**config.mk**
```make
export PLATFORM = sky130hd
export DESIGN_NAME = zero_pad_ctrl
export DESIGN_NICKNAME = d
export VERILOG_FILES = /design/src/rtl/zero_pad_ctrl.sv
export SDC_FILE = /design/constraint.sdc
export NUM_CORES = 1
export LEC_CHECK = 0
export BUFFER_PORTS_ARGS = -buffer_cell sky130_fd_sc_hd__buf_4
export CAP_MARGIN = 10
export CORE_UTILIZATION = 49
export CTS_BUF_LIST = sky130_fd_sc_hd__clkbuf_2 sky130_fd_sc_hd__clkbuf_4 sky130_fd_sc_hd__clkbuf_8
export CTS_CLUSTER_SIZE = 28
export DETAILED_ROUTE_END_ITERATION = 12
export PLACE_DENSITY_LB_ADDON = 0.15
export SYNTH_ARGS = -nofsm -noshare
export SYNTH_HDL_FRONTEND = slang
export SYNTH_SLANG_ARGS = --single-unit
```
**constraint.sdc**
```tcl
create_clock -name clk -period 5.4 [get_ports clk]
set_input_delay 0.27 -clock clk [delete_from_list [all_inputs] [get_ports clk]]
set_output_delay 0.27 -clock clk [all_outputs]
set_load 0.02 [all_outputs]
```
**src/rtl/zero_pad_ctrl.sv**
```systemverilog
// Frame-length normaliser: passes, zero-pads or truncates AXI-Stream packets to active_len samples.
// Optional statistics ports/counters are built when ZERO_PAD_CTRL_STATS_EN is defined.
module zero_pad_ctrl #(
    parameter int unsigned WIDTH        = 32,
    parameter int unsigned LEN_W        = 16,
    parameter int unsigned DEFAULT_LEN  = 32,
    parameter int unsigned SR_FRAME_LEN = 0
) (
    input  logic             clk,
    input  logic             reset,
    input  logic             set_stb,
    input  logic [7:0]       set_addr,
    input  logic [31:0]      set_data,
    input  logic [WIDTH-1:0] i_tdata,
    input  logic             i_tlast,
    input  logic             i_tvalid,
    output logic             i_tready,
    output logic [WIDTH-1:0] o_tdata,
    output logic             o_tlast,
    output logic             o_tvalid,
    input  logic             o_tready,
    output logic             busy
`ifdef ZERO_PAD_CTRL_STATS_EN
    ,
    output logic [31:0]      stat_frames,
    output logic [31:0]      stat_truncs
`endif
);

    typedef enum logic [1:0] {
        StPass = 2'd0,
        StPad  = 2'd1,
        StDrop = 2'd2
    } state_t;

    localparam logic [LEN_W-1:0] DefLen = LEN_W'(DEFAULT_LEN);
    localparam logic [7:0]       SrAddr = 8'(SR_FRAME_LEN);
    localparam logic [LEN_W-1:0] One    = LEN_W'(1);

    state_t           r_state;
    state_t           w_state_d;
    logic [LEN_W-1:0] r_cnt;
    logic [LEN_W-1:0] w_cnt_d;
    logic [LEN_W-1:0] r_shadow_len;
    logic [LEN_W-1:0] r_active_len;
    logic             r_len_locked;
    logic [LEN_W-1:0] w_shadow_eff;
    logic [LEN_W-1:0] w_len;
    logic             w_at_last;
    logic             w_frame_done;
    logic             w_frame_start;
    logic             w_unused_set;

    assign w_unused_set = ^set_data;

    assign w_shadow_eff = (r_shadow_len == '0) ? One : r_shadow_len;

    // Before the first sample of a frame is seen the pending setting applies directly, so a
    // write landing on the previous frame's last beat still takes effect for this frame.
    assign w_len = (r_state == StPass && r_cnt == '0 && !r_len_locked) ? w_shadow_eff
                                                                        : r_active_len;
    assign w_at_last     = (r_cnt == (w_len - One));
    assign w_frame_start = (r_state == StPass) && (r_cnt == '0) && i_tvalid && !r_len_locked;

    always_comb begin
        w_state_d    = r_state;
        w_cnt_d      = r_cnt;
        w_frame_done = 1'b0;
        o_tdata      = '0;
        o_tvalid     = 1'b0;
        o_tlast      = 1'b0;
        i_tready     = 1'b0;
        busy         = 1'b0;

        unique case (r_state)
            StPass: begin
                o_tdata  = i_tdata;
                o_tvalid = i_tvalid;
                o_tlast  = w_at_last;
                i_tready = o_tready;
                if (i_tvalid && o_tready) begin
                    if (w_at_last) begin
                        w_cnt_d      = '0;
                        w_frame_done = 1'b1;
                        if (!i_tlast) begin
                            w_state_d = StDrop;
                        end
                    end else begin
                        w_cnt_d = r_cnt + One;
                        if (i_tlast) begin
                            w_state_d = StPad;
                        end
                    end
                end
            end
            StPad: begin
                busy     = 1'b1;
                o_tvalid = 1'b1;
                o_tlast  = w_at_last;
                if (o_tready) begin
                    if (w_at_last) begin
                        w_cnt_d      = '0;
                        w_frame_done = 1'b1;
                        w_state_d    = StPass;
                    end else begin
                        w_cnt_d = r_cnt + One;
                    end
                end
            end
            StDrop: begin
                busy     = 1'b1;
                i_tready = 1'b1;
                if (i_tvalid && i_tlast) begin
                    w_state_d = StPass;
                end
            end
            default: begin
                w_state_d = StPass;
                w_cnt_d   = '0;
            end
        endcase

        // Handshake outputs are forced idle for the whole reset interval.
        if (reset) begin
            o_tvalid = 1'b0;
            o_tlast  = 1'b0;
            i_tready = 1'b0;
            busy     = 1'b0;
        end
    end

    always_ff @(posedge clk or posedge reset) begin
        if (reset) begin
            r_state <= StPass;
            r_cnt   <= '0;
        end else begin
            r_state <= w_state_d;
            r_cnt   <= w_cnt_d;
        end
    end

    always_ff @(posedge clk or posedge reset) begin
        if (reset) begin
            r_shadow_len <= DefLen;
        end else if (set_stb && set_addr == SrAddr) begin
            r_shadow_len <= set_data[LEN_W-1:0];
        end
    end

    // The length is captured once the first sample is presented, keeping o_tlast stable
    // across a stalled first beat and immune to later writes.
    always_ff @(posedge clk or posedge reset) begin
        if (reset) begin
            r_active_len <= DefLen;
            r_len_locked <= 1'b0;
        end else if (w_frame_done) begin
            r_len_locked <= 1'b0;
        end else if (w_frame_start) begin
            r_active_len <= w_shadow_eff;
            r_len_locked <= 1'b1;
        end
    end

`ifdef ZERO_PAD_CTRL_STATS_EN
    logic w_drop_enter;

    assign w_drop_enter = (r_state == StPass) && (w_state_d == StDrop);

    always_ff @(posedge clk or posedge reset) begin
        if (reset) begin
            stat_frames <= '0;
            stat_truncs <= '0;
        end else begin
            if (w_frame_done) begin
                stat_frames <= stat_frames + 32'd1;
            end
            if (w_drop_enter) begin
                stat_truncs <= stat_truncs + 32'd1;
            end
        end
    end
`else
    // Statistics counters are not built in this configuration.
`endif

endmodule

```
==> metrics.txt <==
dominant cell type by area after synthesis=sky130_fd_sc_hd__dfrtp_1; worst-case clock buffer depth=2; Achievable Freq=197 MHz; worst supply voltage drop on vdd=0.268 mV; summed negative setup slack over all endpoints=0 ns; total chip power=2.23 mW; Area growth syn-to-layout=22.8%; filler instances=683; result of the run=finished clean; Critical Path AT=4.80 ns; final hold viol count=0; leakage power=2.25 nW; CP Buf/Inv Count=4; sequential fraction of design power=25.3%; proportion of power drawn by the clock network=10.0%; cell area after placement=0.00478 mm²; Cell Rows=32; portion of synthesized cell area occupied by the leading cell type=30.8%; port bufs=97; initial antenna violation count=0; startpoint type of the worst setup path=flip-flop; most frequent cell on the critical path=sky130_fd_sc_hd__buf_4; count of inserted antenna diode cells=0; worst rel slew slack=39.4%; Clk Latency, worst-skew pair=0.30 ns; portion of the clock cycle consumed by the worst path in the final layout=93.9%; CTS sink count=51; kind of capture point of the worst setup path=output pin; TritonCTS clock tree=yes; required time of the critical path=5.13 ns; count of cells resized by post-cts repair=0; Cell Int Power=1.15 mW; CTS Hold Bufs=0; final wirelength=10900 µm; family of cells with the greatest summed delay on the critical path=simple AND/OR/NAND/NOR gates; effective utilization at floorplan=50.9%; average wire per standard cell=17.0 µm; smallest setup slack after layout=0.331 ns; DP HPWL=8150 µm; vias in the first global route=3478; number of DRC markers after the initial detailed-route iteration=232; Detailed Routing Iterations Pass 1=4; Die X=92.1 µm; number of maximum-capacitance constraint violations=0; largest fanout of any net on the critical path=9; deepest level of the CTS H-tree=2; count of state elements after synthesis=51; maximum number of pins on one net before global-route repair=53; Synth Warn #=0; EDFF count, synth=0; cell with the biggest individual delay on the critical path=sky130_fd_sc_hd__or4_1; number of nets in the final layout=624; largest incremental delay on the critical path=0.49 ns; type of the tightest min-delay check=in -> async; Avg Cell Area, Syn=8.78 µm²; number of pins exceeding their max-slew limit in the final report=0; combinational cell fraction of total power=64.7%; critical path, cell by cell=inv_1 > ha_1 > nor3b_1 > nand3_1 > nor2_2 > buf_4 > mux2i_1 > ha_1 > nand2_1 > or4_1 > a221o_1 > mux2i_1 > a221oi_1 > nand2b_1 > nor4_4 > buf_4 > and3_1 > buf_4; remaining global-route overflow=0; Antenna Nets Post-Route=0; transition at the pin with the smallest max-transition slack=0.901 ns; Worst-path clk slew=0.09 ns; post-CTS setup buffers=0; switching part of the total power=48.6%; total core area=0.00781 mm²; number of I/O pins=114; Syn Inst Count=453; area of the mapped netlist=0.00398 mm²; post-route cell area=0.00488 mm²; All-Layer GR Usage=26.0%; placer congestion estimate=0.958; share of post-route cells with drive strength above 1=30.7%; Period minus WS final=5.07 ns; DIE AREA=0.00848 mm²; kind of critical path=reg -> out; areal power density over the cells=457 mW/mm²; ranking of synthesized cells by area=sky130_fd_sc_hd__dfrtp_1 31%, sky130_fd_sc_hd__mux2_2 6.5%, sky130_fd_sc_hd__and2_1 5.2%; fraction of the yosys area taken by sequential cells=32.1%; number of remaining DRC errors=0; Mapped Nets=537; via count=3842; number of buffers added by the clock tree synthesis step=5; synth unique cells=63; Final setup viols=0; cell at the root of the clock tree=sky130_fd_sc_hd__clkbuf_8; first-pass GRT wire length=17600 µm; most common flop cell mapped by yosys=sky130_fd_sc_hd__dfrtp_1; Die H=92.1 µm; Post-Place Setup Slack=0.510 ns; NetSw=1.08 mW; vias per cell=5.98; worst clock skew=0.0107 ns; fraction of registers with async set/reset=100%
[registers in the layout, summed over array words and instances, names as in the netlist]
register / cells
r_len_locked: 1
r_state: 2
r_shadow_len: 16
r_cnt: 16
r_active_len: 16
[worst min-delay path, cell delays in order]
cell	delay, ns
sky130_fd_sc_hd__buf_4	0.13
sky130_fd_sc_hd__inv_2	0.04
sky130_fd_sc_hd__buf_4	0.51
[metal layers]
layer	track usage, %	part of all wire, %	vias to the layer above
met5	0	0	-
met4	5.73	0.48	0
met1	36.4	44	1847
met3	2.90	5.5	4
met2	43.2	49	126
li1	-	-	1865
[cells in the mapped netlist (6+ instances only)]
cell type / number
sky130_fd_sc_hd__xnor2_1: 11
sky130_fd_sc_hd__ha_1: 6
sky130_fd_sc_hd__clkbuf_1: 24
sky130_fd_sc_hd__nor2_1: 22
sky130_fd_sc_hd__nand4_1: 9
sky130_fd_sc_hd__and2_1: 33
sky130_fd_sc_hd__nor3_1: 14
sky130_fd_sc_hd__nand2_1: 33
sky130_fd_sc_hd__inv_1: 19
sky130_fd_sc_hd__a21oi_1: 17
sky130_fd_sc_hd__dfrtp_1: 49
sky130_fd_sc_hd__o31ai_1: 12
sky130_fd_sc_hd__and3_1: 8
sky130_fd_sc_hd__mux2_2: 23
sky130_fd_sc_hd__a311oi_1: 6
sky130_fd_sc_hd__o21ai_0: 14
sky130_fd_sc_hd__mux2_4: 9
sky130_fd_sc_hd__nor4_1: 15
sky130_fd_sc_hd__or3_1: 10
sky130_fd_sc_hd__nand3_1: 17
sky130_fd_sc_hd__mux2i_1: 6
sky130_fd_sc_hd__o22ai_1: 7
sky130_fd_sc_hd__o311ai_0: 8
[power by group through the flow]
stage / sequential [mW] / combinational [mW] / clock [mW]
after floorplan: 0.510 / 1.08 / 0
after global routing: 0.576 / 1.57 / 0.246
after CTS: 0.561 / 1.43 / 0.230
final: 0.564 / 1.44 / 0.223
after global placement: 0.564 / 1.41 / 0
after detailed placement: 0.568 / 1.43 / 0
[cell type report]
cell class	instances	area, µm²	area share (%)
clock buffers	7	83.8	1.72
clock inverters	1	7.51	0.154
inverters	19	71.3	1.46
multi-input cells	354	2500	51.1
flip-flops and latches	51	1280	26.2
well taps	102	128	2.61
repair buffers	109	818	16.8
[cells by family (layout without fill, tap and decap cells)]
logic type,after synthesis,after routing,share of synthesized area (%)
buffers and inverters,48,136,5.06
flip-flops,51,51,32.1
adder cells (fa/ha/maj),6,6,1.89
XOR/XNOR,14,14,3.08
AND/OR/NAND/NOR,196,196,28.4
AO/OA/AOI/OAI,100,100,18.0
multiplexers,38,38,11.4
[per-stage QoR]
stage | instances | utilization, % | hold slack (ns)
floorplan | 453 | - | 0.421
global placement | 633 | 61.2 | 0.490
detailed placement | 633 | 61.2 | 0.498
CTS | 641 | 62.4 | 0.187
global route | 643 | 62.6 | 0.188
finish | 643 | 62.6 | 0.159
[cells in the final DEF, fill, tap and decap left out, drive strengths merged, types with 2 or more instances in the layout]
cell type,n
mux2,32
ha,6
o211ai,2
or4,5
clkbuf,7
or3,10
nor3,14
xnor2,11
or2,5
nand2,34
mux2i,6
a21o,4
xor2,3
nand4b,5
a211oi,4
a21oi,17
dfstp,2
nor4,17
o21ai,14
o22ai,7
o31ai,12
nor2b,5
nand4,9
nand2b,5
and3,8
nor2,23
o2111ai,2
inv,19
and2,33
a22oi,3
o311ai,8
a31oi,5
nand3,17
buf,109
dfrtp,49
nor4b,3
o31a,4
a311oi,6
[worst paths after layout]
path	from	to	slack, ns	cells past startpoint
max reg2reg	r_cnt[0]	r_active_len[13]	0.37	18
min reg2reg	r_len_locked	r_len_locked	0.52	1
min in group clk	set_data[1]	r_shadow_len[1]	0.20	2
max	r_cnt[0]	o_tlast	0.33	18
max in group asynchronous	reset	r_cnt[13]	4.80	3
min	reset	r_cnt[2]	0.16	3
(Power assumes the default switching activity.)
